--- config.mk ---
export PLATFORM = sky130hd
export DESIGN_NAME = rst_seq
export DESIGN_NICKNAME = d
export VERILOG_FILES = /design/src/rtl/rst_seq.sv
export SDC_FILE = /design/constraint.sdc
export NUM_CORES = 1
export LEC_CHECK = 0
export CORE_MARGIN = 2
export CORE_UTILIZATION = 60
export DETAILED_ROUTE_END_ITERATION = 6
export PLACE_DENSITY = 0.79
export SLEW_MARGIN = 20
export SYNTH_ARGS = -nofsm -noshare
export SYNTH_HDL_FRONTEND = slang
export SYNTH_SLANG_ARGS = --single-unit
--- constraint.sdc ---
create_clock -name clk_in -period 4.5 [get_ports clk_in]
set_clock_uncertainty 0.05 [all_clocks]
set_input_delay 0.9 -clock clk_in [delete_from_list [all_inputs] [get_ports clk_in]]
set_output_delay 0.9 -clock clk_in [all_outputs]
set_load 0.05 [all_outputs]
--- src/rtl/rst_seq.sv ---
`default_nettype none
// ============================================================================
//  Module   : rst_seq
//  Purpose  : Board-level reset sequencer. Merges the power-on/pushbutton
//             reset, an external reset pin and a software reset request into
//             a single sequence. All channels are held in reset for
//             HOLD_CYCLES after the last source goes quiet, then released
//             one by one, STAGGER cycles apart. Reports a ready flag and the
//             cause of the most recent reset.
//
//  Ports    : clk_in     in   system clock
//             rst_in_n   in   async active-low power-on/pushbutton reset
//             ext_rst_n  in   external active-low reset (synchronised)
//             sw_rst_req in   software reset request, level, clk_in domain
//             clk        out  copy of clk_in
//             rst        out  [N_OUT] active-high resets, bit k released k-th
//             ready      out  high once every channel is released
//             rst_cause  out  00 rst_in_n, 01 ext_rst_n, 10 sw_rst_req
//
//  Revision : 1.0  initial release
// ============================================================================
module rst_seq #(
    parameter int N_OUT       = 4,
    parameter int HOLD_CYCLES = 16777215,
    parameter int STAGGER     = 256,
    parameter int SYNC_STAGES = 2
) (
    input  logic             clk_in,
    input  logic             rst_in_n,
    input  logic             ext_rst_n,
    input  logic             sw_rst_req,
    output logic             clk,
    output logic [N_OUT-1:0] rst,
    output logic             ready,
    output logic [1:0]       rst_cause
);

    // ------------------------------------------------------------------------
    // Derived widths. Counters are sized one value wider than the terminal
    // count so HOLD_CYCLES / STAGGER themselves are representable.
    // ------------------------------------------------------------------------
    localparam int c_HOLD_W = $clog2(HOLD_CYCLES + 1);
    localparam int c_STAG_W = $clog2(STAGGER + 1);
    localparam int c_IDX_W  = (N_OUT > 1) ? $clog2(N_OUT) : 1;

    localparam logic [c_HOLD_W-1:0] c_HOLD_LAST = c_HOLD_W'(HOLD_CYCLES - 1);
    localparam logic [c_STAG_W-1:0] c_STAG_LAST = c_STAG_W'(STAGGER - 1);
    localparam logic [c_IDX_W-1:0]  c_IDX_LAST  = c_IDX_W'(N_OUT - 1);

    // State encoding
    localparam logic [1:0] c_ST_ASSERT  = 2'd0;
    localparam logic [1:0] c_ST_RELEASE = 2'd1;
    localparam logic [1:0] c_ST_RUN     = 2'd2;

    // Cause encoding
    localparam logic [1:0] c_CAUSE_POR = 2'b00;
    localparam logic [1:0] c_CAUSE_EXT = 2'b01;
    localparam logic [1:0] c_CAUSE_SW  = 2'b10;

    // ------------------------------------------------------------------------
    // Registers
    // ------------------------------------------------------------------------
    logic [SYNC_STAGES-1:0] r_sync_por;
    logic [SYNC_STAGES-1:0] r_sync_ext;
    logic [1:0]             r_state;
    logic [c_HOLD_W-1:0]    r_hold;
    logic [c_STAG_W-1:0]    r_stag;
    logic [c_IDX_W-1:0]     r_idx;
    logic [N_OUT-1:0]       r_rst;
    logic                   r_ready;
    logic [1:0]             r_cause;

    // ------------------------------------------------------------------------
    // Source decode
    // ------------------------------------------------------------------------
    logic             w_src_por;
    logic             w_src_ext;
    logic             w_src_sw;
    logic             w_src_any;
    logic [N_OUT-1:0] w_clr_sel;

    // The oldest flop of each chain is the synchronised level.
    assign w_src_por = ~r_sync_por[SYNC_STAGES-1];
    assign w_src_ext = ~r_sync_ext[SYNC_STAGES-1];
    assign w_src_sw  = sw_rst_req;
    assign w_src_any = w_src_por | w_src_ext | w_src_sw;

    // One-hot select of the channel that the current stagger slot releases.
    genvar k;
    generate
        for (k = 0; k < N_OUT; k++) begin : g_clr_sel
            assign w_clr_sel[k] = (r_idx == c_IDX_W'(k));
        end
    endgenerate

    // ------------------------------------------------------------------------
    // Synchronisers. The power-on chain shifts in a constant one, giving
    // asynchronous assertion and synchronous release. The external pin is a
    // plain data synchroniser; it is cleared alongside the power-on chain so
    // both report "active" until the first samples propagate, and the
    // priority order keeps the cause at power-on during that window.
    // ------------------------------------------------------------------------
    always_ff @(posedge clk_in or negedge rst_in_n) begin
        if (!rst_in_n) begin
            r_sync_por <= '0;
            r_sync_ext <= '0;
        end else begin
            r_sync_por <= {r_sync_por[SYNC_STAGES-2:0], 1'b1};
            r_sync_ext <= {r_sync_ext[SYNC_STAGES-2:0], ext_rst_n};
        end
    end

    // ------------------------------------------------------------------------
    // Sequencer
    // ------------------------------------------------------------------------
    always_ff @(posedge clk_in or negedge rst_in_n) begin
        if (!rst_in_n) begin
            r_state <= c_ST_ASSERT;
            r_hold  <= '0;
            r_stag  <= '0;
            r_idx   <= '0;
            r_rst   <= '1;
            r_ready <= 1'b0;
            r_cause <= c_CAUSE_POR;
        end else if (w_src_any) begin
            // Any active source restarts the whole sequence from any state,
            // and keeps restarting the hold count while it stays active.
            r_state <= c_ST_ASSERT;
            r_hold  <= '0;
            r_stag  <= '0;
            r_idx   <= '0;
            r_rst   <= '1;
            r_ready <= 1'b0;
            if (w_src_por) begin
                r_cause <= c_CAUSE_POR;
            end else if (w_src_ext) begin
                r_cause <= c_CAUSE_EXT;
            end else begin
                r_cause <= c_CAUSE_SW;
            end
        end else begin
            case (r_state)
                c_ST_ASSERT: begin
                    if (r_hold == c_HOLD_LAST) begin
                        // Channel 0 is released directly at the end of the
                        // hold interval; a single-channel build is done.
                        r_rst[0] <= 1'b0;
                        r_stag   <= '0;
                        if (N_OUT == 1) begin
                            r_state <= c_ST_RUN;
                            r_ready <= 1'b1;
                            r_idx   <= '0;
                        end else begin
                            r_state <= c_ST_RELEASE;
                            r_idx   <= c_IDX_W'(1);
                        end
                    end else begin
                        r_hold <= r_hold + c_HOLD_W'(1);
                    end
                end

                c_ST_RELEASE: begin
                    if (r_stag == c_STAG_LAST) begin
                        r_rst  <= r_rst & ~w_clr_sel;
                        r_stag <= '0;
                        if (r_idx == c_IDX_LAST) begin
                            r_state <= c_ST_RUN;
                            r_ready <= 1'b1;
                        end else begin
                            r_idx <= r_idx + c_IDX_W'(1);
                        end
                    end else begin
                        r_stag <= r_stag + c_STAG_W'(1);
                    end
                end

                c_ST_RUN: begin
                    r_rst   <= '0;
                    r_ready <= 1'b1;
                end

                default: begin
                    // Unreachable encoding: fall back to a full reset.
                    r_state <= c_ST_ASSERT;
                    r_hold  <= '0;
                    r_stag  <= '0;
                    r_idx   <= '0;
                    r_rst   <= '1;
                    r_ready <= 1'b0;
                end
            endcase
        end
    end

    // ------------------------------------------------------------------------
    // Outputs. Only the clock passes through combinationally.
    // ------------------------------------------------------------------------
    assign clk       = clk_in;
    assign rst       = r_rst;
    assign ready     = r_ready;
    assign rst_cause = r_cause;

endmodule
`default_nettype wire

==> results.yml <==
sta:
  final_max_slew_viol_count: 0
  relSlewSlack_pct: 45.5
  hold_viol: 0
  rsz0062_at_grt: "false"
  setup_viol: 0
  worst_pin_slew_ns: 0.815
  timing.hold.ws_ns: 0.308
  tns_ns: 0
logic_synthesis:
  synthCells: 287
  yosysSeqAreaShare_pct: 44.3
  async_flop_share_pct: 100
  yosys_warnings: 0
  ys_types: 55
  syn_nets: 301
  ys.flop_type: "dfrtp_1"
  synth_edf_count: 0
  synth_area_um2: 2730
  ys_seq_elements: 48
  syn_area_per_cell_um2: 9.50
detailed_routing:
  wirelength_um: 5560
  num_vias: 2303
  dr.first_iter.drc_count: 303
  post_drt_via_cell_ratio: 6.58
  drc: 0
  wl_per_cell_um: 15.9
  drt_first_pass_iters: 4
  antenna_left: 0
floorplanning:
  die_w_um: 71.4
  core-area_um2: 4350
  die_y_um: 71.4
  initial_core_util_pct: 62.6
  fp.dieArea_um2: 5100
  num_io_pins: 12
  rows: 24
place:
  gp_congestion: 0.816
  port-buffer-count: 11
  dpl-instance-area_um2: 2840
  post-dp-hpwl_um: 3840
layout:
  nets: 311
  antenna_cells: 0
  final_area_um2: 2990
  area_delta_synth_final_pct: 9.69
  fillers: 339
  layout_common_cells: "dfrtp_1 (44), nand2_1 (32), nor2_1 (21), o21ai_0 (15), o31ai_1 (15)"
  utilization_pct: 68.6
  layout_commonest_cell: "dfrtp_1"
  layout-drive-gt1-share_pct: 8.72
clocking:
  cts_tree: "built"
  holdBufCountCts: 0
  clk_latency_ns: 0.41
  cts_resized: 0
  cts_setup_buffers: 0
  clkSlewWorstSetupHoldPaths_ns: 0.08
hold_path:
  worstHoldPathCells: 0
  hold_path.class: "register to register"
  whs_endpoint: "r_sync_ext[1]"
  hp-start: "r_sync_ext[0]"
grt:
  grt_usage_pct: 24.4
  grt_pass1_wl_um: 9890
  antenna_found_initial: 0
  grt_max_degree: 49
  grt_pass1_vias: 2193
  grt_overflow: 0
setup_path:
  r2r_end: "r_stag[4]"
  worstPathArrival_ns: 3.16
  startpoint_type: "clock port"
  crit_start: "clk_in"
  crit_required_ns: 3.55
  rrSetupSlack_ns: 2.01
  worstPathMaxFanout: 2
  r2r_cells: 7
  critPathKind: "clock port to output port"
  crit_path_end_kind: "output port"
  reg2reg_from: "r_hold[0]"
status:
  status: "completed"
job:
  max_cap_viol_count: 0
power:
  ir_drop_uv: 375
  cellPowerDensity_nw_per_um2: 309
  power_leakage_nw: 1.21
routing by layer:
metal,vias up,routed length [um],GRT usage (%)
li1,1116,-,-
met1,1130,2760,35.6
met2,50,2490,34.8
met3,7,250,5.49
met4,0,67,11.1
met5,-,0,0
worst max-delay path, cell delays in order:
cell and delay (ns):
clkbuf_8 0.11, clkbuf_8 0.12, clkdlybuf4s50_1 0.69
cell usage after synthesis, types with 2 or more instances:
library cell	number	share of area, %
nand4b_1	3	0.96
xnor2_1	4	1.3
ha_1	10	4.6
nor4_1	3	0.69
o211ai_1	10	2.8
dfstp_2	4	3.9
dfrtp_1	44	40
and4_1	3	0.96
nand4_1	8	1.8
nor3_1	4	0.73
nand2_1	32	4.4
inv_1	10	1.4
nand3_1	14	2.6
o31ai_1	15	4.1
nand2b_1	4	0.92
a21oi_2	2	0.64
o21ai_0	15	2.8
a211oi_1	3	0.83
a21oi_1	11	2.0
buf_4	2	0.55
and3_1	4	0.92
or3_1	5	1.1
a31oi_1	3	0.69
xor2_1	2	0.64
o22ai_1	3	0.69
o311ai_0	3	0.96
nor2_1	21	2.9
or4_1	12	3.3
clkbuf_1	7	0.96
worst max path at each step:
| stage | end | slack [ns] | cells after the start |
|---|---|---|---|
| 2_1_floorplan | clk | 1.13 | 1 |
| 3_3_place_gp | clk | 0.63 | 1 |
| 3_5_place_dp | clk | 0.63 | 1 |
| 4_1_cts | clk | 0.38 | 3 |
| 5_1_grt | clk | 0.38 | 3 |
| 6_report | clk | 0.39 | 3 |
flip-flops by register name (all words and copies together) (netlist names):
signal,flops
rst,4
r_sync_por,2
r_state,2
r_stag,9
rst_cause,2
r_hold,24
r_sync_ext,2
r_idx,2
ready,1
where the power goes:
part           switching, W  leakage (nW)  total [W]  internal [W]
clock network      0.000187        0.0807   0.000424      0.000237
logic             0.0000411         0.486  0.0000577     0.0000166
registers        0.00000467         0.644   0.000443      0.000438
kinds of logic after synthesis:
group           count (synthesis)  synth area share (%)
compound gates                 76                  19.5
xor+xnor                        6                  1.93
fa+ha+maj                      10                  4.59
buf+inv                        21                  3.49
flops                          48                  44.3
mux                             1                 0.367
other cells                     1                 0.138
simple gates                  124                  25.7
final cells by class:
class	instances	area, um^2	share of cell area [%]
clock buffers	10	124	4.14
clock inverters	2	35.0	1.17
inverters	10	37.5	1.26
multi-input cells	218	1420	47.6
flip-flops and latches	48	1210	40.4
well taps	52	65.1	2.18
repair buffers	10	97.6	3.26
stage by stage:
stage                     instances  setup WS, ns  total power, W
final                           350         0.390        0.000924
after global routing            350         0.381        0.000961
after CTS                       350         0.383        0.000934
after detailed placement        339         0.628        0.000561
after global placement          339         0.628        0.000560
after floorplan                 287          1.13        0.000534
(Power assumes the default switching activity.)
